## src/rtl/water_pkg.sv

```systemverilog
// Shared definitions for the tank water arbiter: state encoding and consumer ids.
`default_nettype none
package water_pkg;

    typedef enum logic [2:0] {
        IDLE  = 3'd0,
        FILL  = 3'd1,
        REGA  = 3'd2,
        LIMP  = 3'd3,
        FAULT = 3'd4
    } state_e;

    localparam logic RQ_REGA = 1'b0;
    localparam logic RQ_LIMP = 1'b1;

endpackage
`default_nettype wire

```

## src/rtl/water_arbiter_if.sv

```systemverilog
// Request, level-sensor and grant signals between the arbiter and its neighbours.
`default_nettype none
interface water_arbiter_if;
    logic       req_rega;
    logic       req_limp;
    logic       lvl_low;
    logic       lvl_high;
    logic       critico;
    logic       grant_rega;
    logic       grant_limp;
    logic       valve_in;
    logic       alarm;
    logic [2:0] state_o;

    modport slave (
        input  req_rega, req_limp, lvl_low, lvl_high, critico,
        output grant_rega, grant_limp, valve_in, alarm, state_o
    );

    modport master (
        output req_rega, req_limp, lvl_low, lvl_high, critico,
        input  grant_rega, grant_limp, valve_in, alarm, state_o
    );
endinterface
`default_nettype wire

```

## src/rtl/water_timer.sv

```systemverilog
// Saturating slot/fill counter with dwell, slot-length and fill-timeout flags.
`default_nettype none
module water_timer #(
    parameter int CNT_W     = 5,
    parameter int DWELL     = 4,
    parameter int MAX_GRANT = 12,
    parameter int FILL_MAX  = 20
) (
    input  wire logic clock,
    input  wire logic reset,
    input  wire logic clr_i,
    input  wire logic en_i,
    output logic      dwell_ok_o,
    output logic      slot_done_o,
    output logic      fill_to_o
);
    localparam logic [CNT_W-1:0] DWELL_LIM = CNT_W'(DWELL - 1);
    localparam logic [CNT_W-1:0] SLOT_LIM  = CNT_W'(MAX_GRANT - 1);
    localparam logic [CNT_W-1:0] FILL_LIM  = CNT_W'(FILL_MAX - 1);

    logic [CNT_W-1:0] cnt_q;
    logic [CNT_W-1:0] cnt_d;

    always_comb begin
        cnt_d = cnt_q;
        if (clr_i)
            cnt_d = '0;
        else if (en_i && (cnt_q != '1))
            cnt_d = cnt_q + 1'b1;
    end

    always_ff @(posedge clock or negedge reset) begin
        if (!reset)
            cnt_q <= '0;
        else
            cnt_q <= cnt_d;
    end

    assign dwell_ok_o  = (cnt_q >= DWELL_LIM);
    assign slot_done_o = (cnt_q >= SLOT_LIM);
    assign fill_to_o   = (cnt_q == FILL_LIM);
endmodule
`default_nettype wire

```

## src/rtl/water_arbiter.sv

```systemverilog
// Moore FSM sharing the tank between irrigation and cleaning, with refill and fault handling.
`default_nettype none
module water_arbiter
    import water_pkg::*;
#(
    parameter int CNT_W     = 5,
    parameter int DWELL     = 4,
    parameter int MAX_GRANT = 12,
    parameter int FILL_MAX  = 20
) (
    input  wire logic      clock,
    input  wire logic      reset,
    water_arbiter_if.slave bus_if
);
    state_e state_q, state_d;
    logic   last_q, last_d;
    logic   cnt_clr, cnt_en;
    logic   dwell_ok, slot_done, fill_to;

    water_timer #(
        .CNT_W     (CNT_W),
        .DWELL     (DWELL),
        .MAX_GRANT (MAX_GRANT),
        .FILL_MAX  (FILL_MAX)
    ) u_timer (
        .clock       (clock),
        .reset       (reset),
        .clr_i       (cnt_clr),
        .en_i        (cnt_en),
        .dwell_ok_o  (dwell_ok),
        .slot_done_o (slot_done),
        .fill_to_o   (fill_to)
    );

    always_ff @(posedge clock or negedge reset) begin
        if (!reset) begin
            state_q <= IDLE;
            last_q  <= RQ_LIMP;
        end else begin
            state_q <= state_d;
            last_q  <= last_d;
        end
    end

    always_comb begin
        state_d = state_q;
        last_d  = last_q;
        case (state_q)
            IDLE: begin
                if (bus_if.req_rega || bus_if.req_limp) begin
                    if (bus_if.lvl_low)
                        state_d = FILL;
                    else if (bus_if.req_rega && bus_if.req_limp)
                        state_d = (last_q == RQ_REGA) ? LIMP : REGA;
                    else if (bus_if.req_rega)
                        state_d = REGA;
                    else
                        state_d = LIMP;
                end
            end
            FILL: begin
                if (bus_if.lvl_high)
                    state_d = IDLE;
                else if (fill_to)
                    state_d = FAULT;
            end
            REGA: begin
                // Low tank preempts without touching last, so rega keeps its turn.
                if (bus_if.lvl_low) begin
                    state_d = FILL;
                end else if ((!bus_if.req_rega && dwell_ok) ||
                             (bus_if.req_limp && slot_done)) begin
                    state_d = IDLE;
                    last_d  = RQ_REGA;
                end
            end
            LIMP: begin
                if (bus_if.lvl_low) begin
                    state_d = FILL;
                end else if ((!bus_if.req_limp && dwell_ok) ||
                             (bus_if.req_rega && slot_done)) begin
                    state_d = IDLE;
                    last_d  = RQ_LIMP;
                end
            end
            FAULT:   state_d = IDLE;
            default: state_d = FAULT;
        endcase

        // Faults override every per-state decision, including leaving FAULT.
        if (bus_if.critico || (bus_if.lvl_low && bus_if.lvl_high)) begin
            state_d = FAULT;
            last_d  = last_q;
        end

        cnt_clr = (state_d != state_q) || (state_q == IDLE) || (state_q == FAULT);
        cnt_en  = !cnt_clr;
    end

    assign bus_if.grant_rega = (state_q == REGA);
    assign bus_if.grant_limp = (state_q == LIMP);
    assign bus_if.valve_in   = (state_q == FILL);
    assign bus_if.alarm      = (state_q == FAULT);
    assign bus_if.state_o    = state_q;
endmodule
`default_nettype wire

```

## src/flat_wrapper.sv

```systemverilog
// flat-port wrapper written by rule: the top's interface ports become plain ports
module water_arbiter_flat import water_pkg::*;
#(
    parameter int CNT_W     = 5,
    parameter int DWELL     = 4,
    parameter int MAX_GRANT = 12,
    parameter int FILL_MAX  = 20
)
  (clock, reset, bus_if_req_rega, bus_if_req_limp, bus_if_lvl_low, bus_if_lvl_high, bus_if_critico, bus_if_grant_rega, bus_if_grant_limp, bus_if_valve_in, bus_if_alarm, bus_if_state_o);
  water_arbiter_if bus_if_i ();
  input  wire logic clock;
  input  wire logic reset;
  input wire logic [$bits(bus_if_i.req_rega)-1:0] bus_if_req_rega;
  input wire logic [$bits(bus_if_i.req_limp)-1:0] bus_if_req_limp;
  input wire logic [$bits(bus_if_i.lvl_low)-1:0] bus_if_lvl_low;
  input wire logic [$bits(bus_if_i.lvl_high)-1:0] bus_if_lvl_high;
  input wire logic [$bits(bus_if_i.critico)-1:0] bus_if_critico;
  output wire logic [$bits(bus_if_i.grant_rega)-1:0] bus_if_grant_rega;
  output wire logic [$bits(bus_if_i.grant_limp)-1:0] bus_if_grant_limp;
  output wire logic [$bits(bus_if_i.valve_in)-1:0] bus_if_valve_in;
  output wire logic [$bits(bus_if_i.alarm)-1:0] bus_if_alarm;
  output wire logic [$bits(bus_if_i.state_o)-1:0] bus_if_state_o;
  assign bus_if_i.req_rega = bus_if_req_rega;
  assign bus_if_i.req_limp = bus_if_req_limp;
  assign bus_if_i.lvl_low = bus_if_lvl_low;
  assign bus_if_i.lvl_high = bus_if_lvl_high;
  assign bus_if_i.critico = bus_if_critico;
  assign bus_if_grant_rega = bus_if_i.grant_rega;
  assign bus_if_grant_limp = bus_if_i.grant_limp;
  assign bus_if_valve_in = bus_if_i.valve_in;
  assign bus_if_alarm = bus_if_i.alarm;
  assign bus_if_state_o = bus_if_i.state_o;
  water_arbiter #(.CNT_W(CNT_W), .DWELL(DWELL), .MAX_GRANT(MAX_GRANT), .FILL_MAX(FILL_MAX)) u_core (.clock(clock), .reset(reset), .bus_if(bus_if_i));
endmodule
```

## config.mk

```make
export PLATFORM = sky130hd
export DESIGN_NAME = water_arbiter_flat
export DESIGN_NICKNAME = d
export VERILOG_FILES = /design/src/rtl/water_pkg.sv /design/src/rtl/water_arbiter_if.sv /design/src/rtl/water_timer.sv /design/src/rtl/water_arbiter.sv /design/src/flat_wrapper.sv
export SDC_FILE = /design/constraint.sdc
export NUM_CORES = 1
export LEC_CHECK = 0
export ABC_AREA = 1
export CORE_MARGIN = 2
export CORE_UTILIZATION = 35
export DETAILED_ROUTE_END_ITERATION = 8
export SLEW_MARGIN = 15
export SYNTH_ARGS = -nofsm -noshare
export SYNTH_HDL_FRONTEND = slang
export SYNTH_SLANG_ARGS = --single-unit
```

## constraint.sdc

```tcl
create_clock -name clock -period 1.8 [get_ports clock]
set_input_delay 0.18 -clock clock [delete_from_list [all_inputs] [get_ports clock]]
set_output_delay 0.18 -clock clock [all_outputs]
set_load 0.005 [all_outputs]
```

======== After elaboration in Yosys (flattened, before gate mapping) ========
Cells that the tools add are included.
operators by class
  order comparisons ....................... 2
  multiplexer cells ....................... 20
  bitwise operators ....................... 1
  reductions and logical operators ........ 20
  equality and inequality tests ........... 11
  add/subtract/negate cells ............... 1
operators by type and width
  operator               number
  $mux W3                10
  $pmux W3 S5            1
  $mux W5                2
  $logic_and A1 B1 Y1    7
  $eq A3 B2 Y1 const B   2
  $logic_or A1 B1 Y1     6
  $mux W1                6
  $reduce_and A6 Y1      1
  $add A5 B1 Y5 const B  1
  $eq A5 B5 Y1 const B   1
  $ge A5 B2 Y1 const B   1
  $ge A5 B4 Y1 const B   1
  $ne A5 B5 Y1 const B   1
  $ne A2 B1 Y1 const B   2
  $ne A2 B2 Y1 const B   2
  $reduce_bool A2 Y1     2
  $eq A3 B1 Y1 const B   1
  $eq A3 B3 Y1 const B   1
  $logic_not A1 Y1       3
  $logic_not A3 Y1       1
  $ne A3 B3 Y1           1
  $pmux W1 S2            1
  $not A1 Y1             1
word-level totals
  bits in registers ....................... 9
  word-level logic and storage cells ...... 58

======== Longest topological paths before layout ========
Gate-level depths: netlist (run 1).
  word-level depth ........................ 14
  mapped depth ............................ 11

======== By module ========
From an unflattened synthesis (run 1), not the netlist that was laid out.
unflattened totals
  cells, all modules ...................... 117
  area total of the unflattened synthesis .. 715.7 um2
by module, submodules not included
  module         cells each  sequential area each (um2)  times used  area an instance (um2)
  water_arbiter  75          101.3                       1           405.4
  water_timer    42          125.1                       1           310.3

======== Worst setup path after synthesis (run 1) ========
OpenSTA, ideal clock, no wires.
  path type ............................... flip-flop to flip-flop
  from .................................... register u_core.u_timer.cnt_q[0]
  to ...................................... register u_core.u_timer.cnt_q[3]
  cell stages (with the launch flop) ...... 9
  clock period less this slack ............ 1652 ps
  slack ................................... 148 ps
  required time ........................... 1677 ps
  data arrival time ....................... 1529 ps
  path through ............................ dfrtp_1 -> ha_1 -> inv_1 -> nor3_1 -> ha_1 -> clkbuf_1 -> nor3_1 -> xor2_1 -> nor3_2
between the ends
  word-level cells in the longest chain between the ends .. 13
  elaborated cells on any way between the ends .. 27
ends and longest elaborated chain
  what                                           RTL line                                  RTL
  from (decl)                                    water_timer.sv:21                         logic [CNT_W-1:0] cnt_q;
  from (signal assigned)                         water_timer.sv:36                         cnt_q <= cnt_d;
  $ge A5 B2 Y1 or $ge A5 B4 Y1 (tied branches)   water_timer.sv:39, water_timer.sv:40
  $logic_and A1 B1 Y1, on equally long branches  --
  $logic_or A1 B1 Y1, on equally long branches   water_arbiter.sv:80, water_arbiter.sv:71
  $mux W3, on equally long branches              water_arbiter.sv:80, water_arbiter.sv:71
  $mux W3, on equally long branches              water_arbiter.sv:78, water_arbiter.sv:69
  $pmux W3 S5                                    water_arbiter.sv:48                       case (state_q)
  $mux W3                                        water_arbiter.sv:91                       if (bus_if.critico || (bus_if.lvl_low && bus_if.lvl_high)) begin
  $ne A3 B3 Y1                                   water_arbiter.sv:96                       cnt_clr = (state_d != state_q) || (state_q == IDLE) || (state_q == FAULT);
  $logic_or A1 B1 Y1 (2 in series)               water_arbiter.sv:96
  $logic_not A1 Y1                               water_arbiter.sv:97                       cnt_en = !cnt_clr;
  $logic_and A1 B1 Y1                            water_timer.sv:28                         else if (en_i && (cnt_q != '1))
  $reduce_bool A2 Y1 (no line)                   --
Parallel ways exist; a longest one is shown, timed or not. The select of a mux whose other input is x is not followed.
A chain may end at the register's enable or synchronous reset.

======== Worst setup path after layout (run 1) ========
  from .................................... register u_core.state_q[0] (netlist: u_core.bus_if.state_o[0])
  to ...................................... output port bus_if_grant_limp
between the ends
  word-level cells in the longest chain between the ends .. 1
ends and longest elaborated chain
  what                    RTL line              RTL
  from (decl)             water_arbiter.sv:15   state_e state_q, state_d;
  from (signal assigned)  water_arbiter.sv:40   state_q <= state_d;
  $eq A3 B2 Y1            water_arbiter.sv:101  assign bus_if.grant_limp = (state_q == LIMP);
  to (decl)               flat_wrapper.sv:19    output wire logic [$bits(bus_if_i.grant_limp)-1:0] bus_if_grant_limp;
Every way passes these cells.

==> results of run 1 <==
## timing repair
item                                    in CTS  in global routing
endpoints found under the setup margin       0                  6
setup buffers                                0                  1
gates resized for setup                      0                  4
## how the worst max path moves through the flow
stage / depth (start not counted) / slack [ns] / to / startpoint
finish: 3 / 0.09 / bus_if_grant_limp / u_core.bus_if.state_o[0]
global route: 4 / 0.02 / bus_if_grant_rega / u_core.bus_if.state_o[2]
CTS: 7 / 0.05 / u_core.u_timer.cnt_q[3] / u_core.u_timer.cnt_q[0]
detailed placement: 7 / 0.07 / u_core.u_timer.cnt_q[3] / u_core.u_timer.cnt_q[0]
global placement: 7 / 0.08 / u_core.u_timer.cnt_q[3] / u_core.u_timer.cnt_q[0]
floorplan: 8 / 0.15 / u_core.u_timer.cnt_q[3] / u_core.u_timer.cnt_q[0]
## routing by layer
layer	wire, um	part of all wire
met5	0	0
met4	11	0.0077
met3	38	0.027
met2	627	0.44
met1	744	0.52
## where the power goes
group          total [uW]  internal [uW]  switching, uW
combinational        94.5           43.0           51.5
sequential            219            211           8.07
clock                 147           84.9           62.1
## cell usage after synthesis
library cell / count
nor3_1: 5
nor2_2: 1
inv_2: 2
nand4_1: 1
nor2_4: 1
nor3_2: 5
dfrtp_1: 8
nand2_1: 13
nand3_1: 9
dfstp_2: 1
inv_1: 13
clkbuf_1: 1
nor2_1: 11
a21oi_1: 2
ha_1: 2
nand2_4: 1
o31ai_1: 1
mux2i_1: 1
nand2_2: 4
a21oi_4: 1
xor2_1: 3
nand3_2: 2
o21ai_0: 2
## critical path, cell delays in order, from the launching register on
cell and delay, ns:
dfrtp_1 0.49, inv_1 0.15, nor2_4 0.14, clkdlybuf4s50_1 0.50
## cells by family after synthesis
logic type               share of synthesized area
multiplexers                                0.0147
buffers and inverters                       0.0881
AO/OA/AOI/OAI                               0.0642
adder cells (fa/ha/maj)                     0.0367
flip-flops                                   0.332
XOR/XNOR                                    0.0385
AND/OR/NAND/NOR                              0.426
## flip-flops by register name, indices dropped and copies added (netlist names)
signal	cells
u_core.bus_if.state_o	3
u_core.last_q	1
u_core.u_timer.cnt_q	5
## metrics by stage
step | setup WS, ns | total power (uW) | std cells
3_5_place_dp | 0.0744 | 316 | 127
6_report | 0.0893 | 460 | 132
3_3_place_gp | 0.0796 | 316 | 127
5_1_grt | 0.0189 | 489 | 132
4_1_cts | 0.0501 | 469 | 131
2_1_floorplan | 0.148 | 271 | 90
## area by class of cell
class / instances / area (sq um) / share of cell area
inverter: 15 / 56.3 / 0.0636
tap: 25 / 31.3 / 0.0354
multi-input combinational: 65 / 407 / 0.460
sequential: 9 / 226 / 0.256
clock buffer: 4 / 26.3 / 0.0297
timing repair buffer: 14 / 138 / 0.156
==> results.yml, run 1 <==
cts:
  postCtsHoldBufs: 0
  clock_tree.htree_level_count: 1
  clkSlewWorstSetupHoldPaths_ns: 0.06
  clk-insertion-delay-late_ns: 0.25
  clk_root_buffer_cell: "clkbuf_4"
  cts_buffers: 3
  cts_max_path_buffers: 2
  cts.sink_count: 9
  tritoncts_clock_tree: "yes"
worst_setup_path:
  path_class: "reg -> out"
  endpoint_kind: "output port"
  startpoint_type: "register"
  critPathRequiredTime_ns: 1.62
  rrSetupSlack_ns: 0.14
  regToRegEndpoint: "u_core.u_timer.cnt_q[3]"
  crit_path_max_fanout: 7
  data_arrival_time_at_the_worst_slack_endpoint_ns: 1.53
  reg2regPathDepth: 7
  r2r_start: "u_core.u_timer.cnt_q[0]"
logic_synthesis:
  avgSynthCellArea_sq_um: 7.58
  ys_top_cells_by_area: "dfrtp_1 (29%), nor3_2 (7.3%), inv_1 (7.2%)"
  synth-warning-count: 0
  synth.largest_area_cell: "dfrtp_1"
  syn_nets: 99
  ys_ff_latch: 9
  yosysUniqueCellTypes: 23
  netlist_instances: 90
  synth_largest_type_area_fraction: 0.294
  synthesis.area_sq_um: 682
  ys_seq_area_frac: 0.332
layout:
  layout.cells.most_common_list: "inv_1 (13), nand2_1 (13), clkdlybuf4s50_1 (13)"
  num-fill-cells: 184
  antenna_cells_inserted: 0
  syn_to_final_growth_pct: 29.7
  finish.instance_area_sq_um: 885
  finalNetCount: 117
  share_of_layout_cells_above_drive_strength_1: 0.243
  utilization_of_the_core_after_routing: 0.496
route:
  drt_pass1_iterations: 4
  via_count: 598
  detail-route-antenna-nets: 0
  avgRoutedWirePerCell_um: 10.8
  post-route-drc-count: 0
  detailedRoute.firstIterationViolations: 16
  detail_route.vias_per_cell: 4.53
  wirelength_mm: 1.42
sta:
  timing_max_transition_violations_final: 0
  timing.final.crit_share: 0.950
  worst_max_slew_pin_slew_ns: 0.406
  timing.fmax_mhz: 585
  timing.setup.tns_ns: 0
  hold_viol: 0
  fin_worst_skew_ns: 0.00325
  final.min_clock_period_ns: 1.71
  max_slew_margin: 0.729
  rsz0062_at_grt: "false"
  timing.final.setup_violations: 0
  timing.hold.ws_ns: 0.223
placement:
  place.gp.congestion: 0.816
  dp_hpwl_mm: 1.16
  place.port_buffers: 13
  placedInstanceArea_sq_um: 840
power:
  power.density_nw_per_um2: 520
  cellLeakagePower_uw: 0.000395
  max-vdd-ir-drop_mv: 0.355
die:
  start_util: 0.382
  dieArea_sq_um: 2320
  fp-row-count: 15
  core_area_sq_um: 1780
  fp.dieW_um: 48.1
  floorplan.die.height_um: 48.1
  ioPinCount: 14
global_routing:
  global_route_wire_length_before_repair_mm: 2.33
  antenna_violations_before_repair: 0
  globalRoute.totalOverflow: 0
  gr-usage-met1: 0.217
  busiest_layer: "met1"
  grt_pass1_vias: 546
  gr-usage-met2: 0.208
  grt.met3_usage: 0.0111
  global_route.usage.total: 0.146
  grt_max_degree: 10
min_path:
  hp-class: "in -> async"
run:
  max_cap_viol_count: 0
status:
  outcome: "completed"
No activity file was read; power rests on OpenSTA's default activity.
==> run 2, diff against run 1 <==
Settings changed: ABC_CLOCK_PERIOD_IN_PS set to 1800, CORE_MARGIN 2 to not set, CORE_UTILIZATION 35 to 49, PLACE_DENSITY set to 0.77.
==> results.yml, run 2 (synthesized netlist as in run 1, its figures left out) <==
worst_setup_path:
  startpoint_type: "register"
  cpMaxStageDelayCell: "clkdlybuf4s50_1"
  crit_buf_inv: 2
  worst_path_largest_cell_delay_ns: 0.50
  crit_path_max_fanout: 6
  reg2regPathDepth: 7
  path_class: "reg -> out"
  crit_path_cell_trace: "inv_2, nand2_2, nor2_2, clkdlybuf4s50_1"
  critical-path-top-delay-family: "buffers and inverters"
  critical_path_depth: 4
  endpoint_kind: "output port"
  data_arrival_time_at_the_worst_slack_endpoint_ns: 1.52
  critPathRequiredTime_ns: 1.62
power:
  max-vdd-ir-drop_mv: 0.379
  power.total_uw: 471
  power.density_nw_per_um2: 546
  cellLeakagePower_uw: 0.000389
global_routing:
  grt_pass1_vias: 523
  global_route.usage.total: 0.230
  global_route_wire_length_before_repair_mm: 2.31
  antenna_violations_before_repair: 0
  globalRoute.totalOverflow: 0
  grt_max_degree: 10
sta:
  timing_max_transition_violations_final: 0
  timing.fmax_mhz: 589
  worst_max_slew_pin_slew_ns: 0.372
  final.setup.worst_slack_ns: 0.102
  fin_worst_skew_ns: 0.00205
  final.min_clock_period_ns: 1.70
  hold_viol: 0
  rsz0062_at_grt: "false"
  timing.setup.tns_ns: 0
  timing.hold.ws_ns: 0.194
  timing.final.crit_share: 0.943
  timing.final.setup_violations: 0
  max_slew_margin: 0.752
layout:
  finalNetCount: 116
  finish.instance_area_sq_um: 863
  layout.cells.most_common_list: "inv_1 (13), nand2_1 (13), clkdlybuf4s50_1 (13)"
  max_flop_register: "u_core.u_timer.cnt_q"
  share_of_layout_cells_above_drive_strength_1: 0.245
  syn_to_final_growth_pct: 26.6
  largest_reg_flops: 5
  antenna_cells_inserted: 0
cts:
  tritoncts_clock_tree: "yes"
  post_cts_resize_count: 0
  clk-insertion-delay-late_ns: 0.26
  cts_setup_buffers: 0
  postCtsHoldBufs: 0
  clkSlewWorstSetupHoldPaths_ns: 0.06
  clk_root_buffer_cell: "clkbuf_4"
  cts_buffers: 3
  cts_max_path_buffers: 2
  clock_tree.htree_level_count: 1
  cts.sink_count: 9
route:
  detail-route-antenna-nets: 0
  detailedRoute.firstIterationViolations: 9
  drt_pass1_iterations: 4
  post-route-drc-count: 0
  detail_route.vias_per_cell: 4.89
  via_count: 592
  wirelength_mm: 1.45
  avgRoutedWirePerCell_um: 12.0
min_path:
  hp-class: "in -> async"
die:
  start_util: 0.524
  core_area_sq_um: 1300
  floorplan.die.height_um: 39.3
  ioPinCount: 14
  fp.dieW_um: 39.3
  dieArea_sq_um: 1540
  fp-row-count: 13
run:
  max_cap_viol_count: 0
placement:
  place.gp.congestion: 0.765
  placedInstanceArea_sq_um: 827
  dp_hpwl_mm: 1.18
  place_ws_ns: 0.0837
  place.port_buffers: 13
status:
  outcome: "completed"
## run 2: changes by cell type in the layout (fill, tap and decap cells not counted), sizes merged
| cell | before | now |
|---|---|---|
| buf | 1 | 0 |
| clkbuf | 4 | 3 |
| clkinv | 0 | 1 |
## run 2: power by group
part	internal (uW)	switching, uW	total [uW]
sequential	211	8.03	219
clock	82.2	75.3	157
combinational	43.2	51.9	95.1
total	336	135	471
## run 2: layout make-up
type                       count  area (sq um)
tap                           15          18.8
timing repair buffer          13           130
clock buffer                   3          22.5
fill                         123           438
sequential                     9           228
inverter                      15          56.3
clock inverter                 1          5.00
multi-input combinational     65           403
## run 2: per-stage QoR
stage	std cells	util
CTS	121	0.657
global route	121	0.663
finish	121	0.663
global placement	117	0.636
detailed placement	117	0.636
floorplan	90	-
## run 2: path summary, 6_finish.rpt
check	slack, ns	to	from
hold reg to reg	0.49	u_core.last_q	u_core.last_q
max in group asynchronous	1.30	u_core.last_q	reset
setup / recovery	0.10	bus_if_grant_rega	u_core.bus_if.state_o[2]
hold / removal	0.19	u_core.u_timer.cnt_q[4]	reset
setup reg to reg	0.17	u_core.u_timer.cnt_q[3]	u_core.u_timer.cnt_q[0]
min in group clock	0.49	u_core.last_q	u_core.last_q
## run 2: layer usage
layer  track usage  vias up  share of wire
met5             0        -              0
met4         0.103        0          0.015
met3        0.0170        2          0.017
met2         0.342        8           0.47
met1         0.339      259           0.50
li1              -      323              -
## run 2: worst reg2reg max path, delay by kind of cell, from the launching register on
family        cells  cell delay, ns
fa+ha+maj         2            0.44
flops             1            0.41
xor+xnor          1            0.22
buf+inv           1            0.09
simple gates      3            0.36
==> run 3, diff against run 2 <==
Settings changed: HOLD_SLACK_MARGIN set to 0.1.
==> results of run 3 <==
The final DEF is identical to that of run 2; final timing and power are the same.
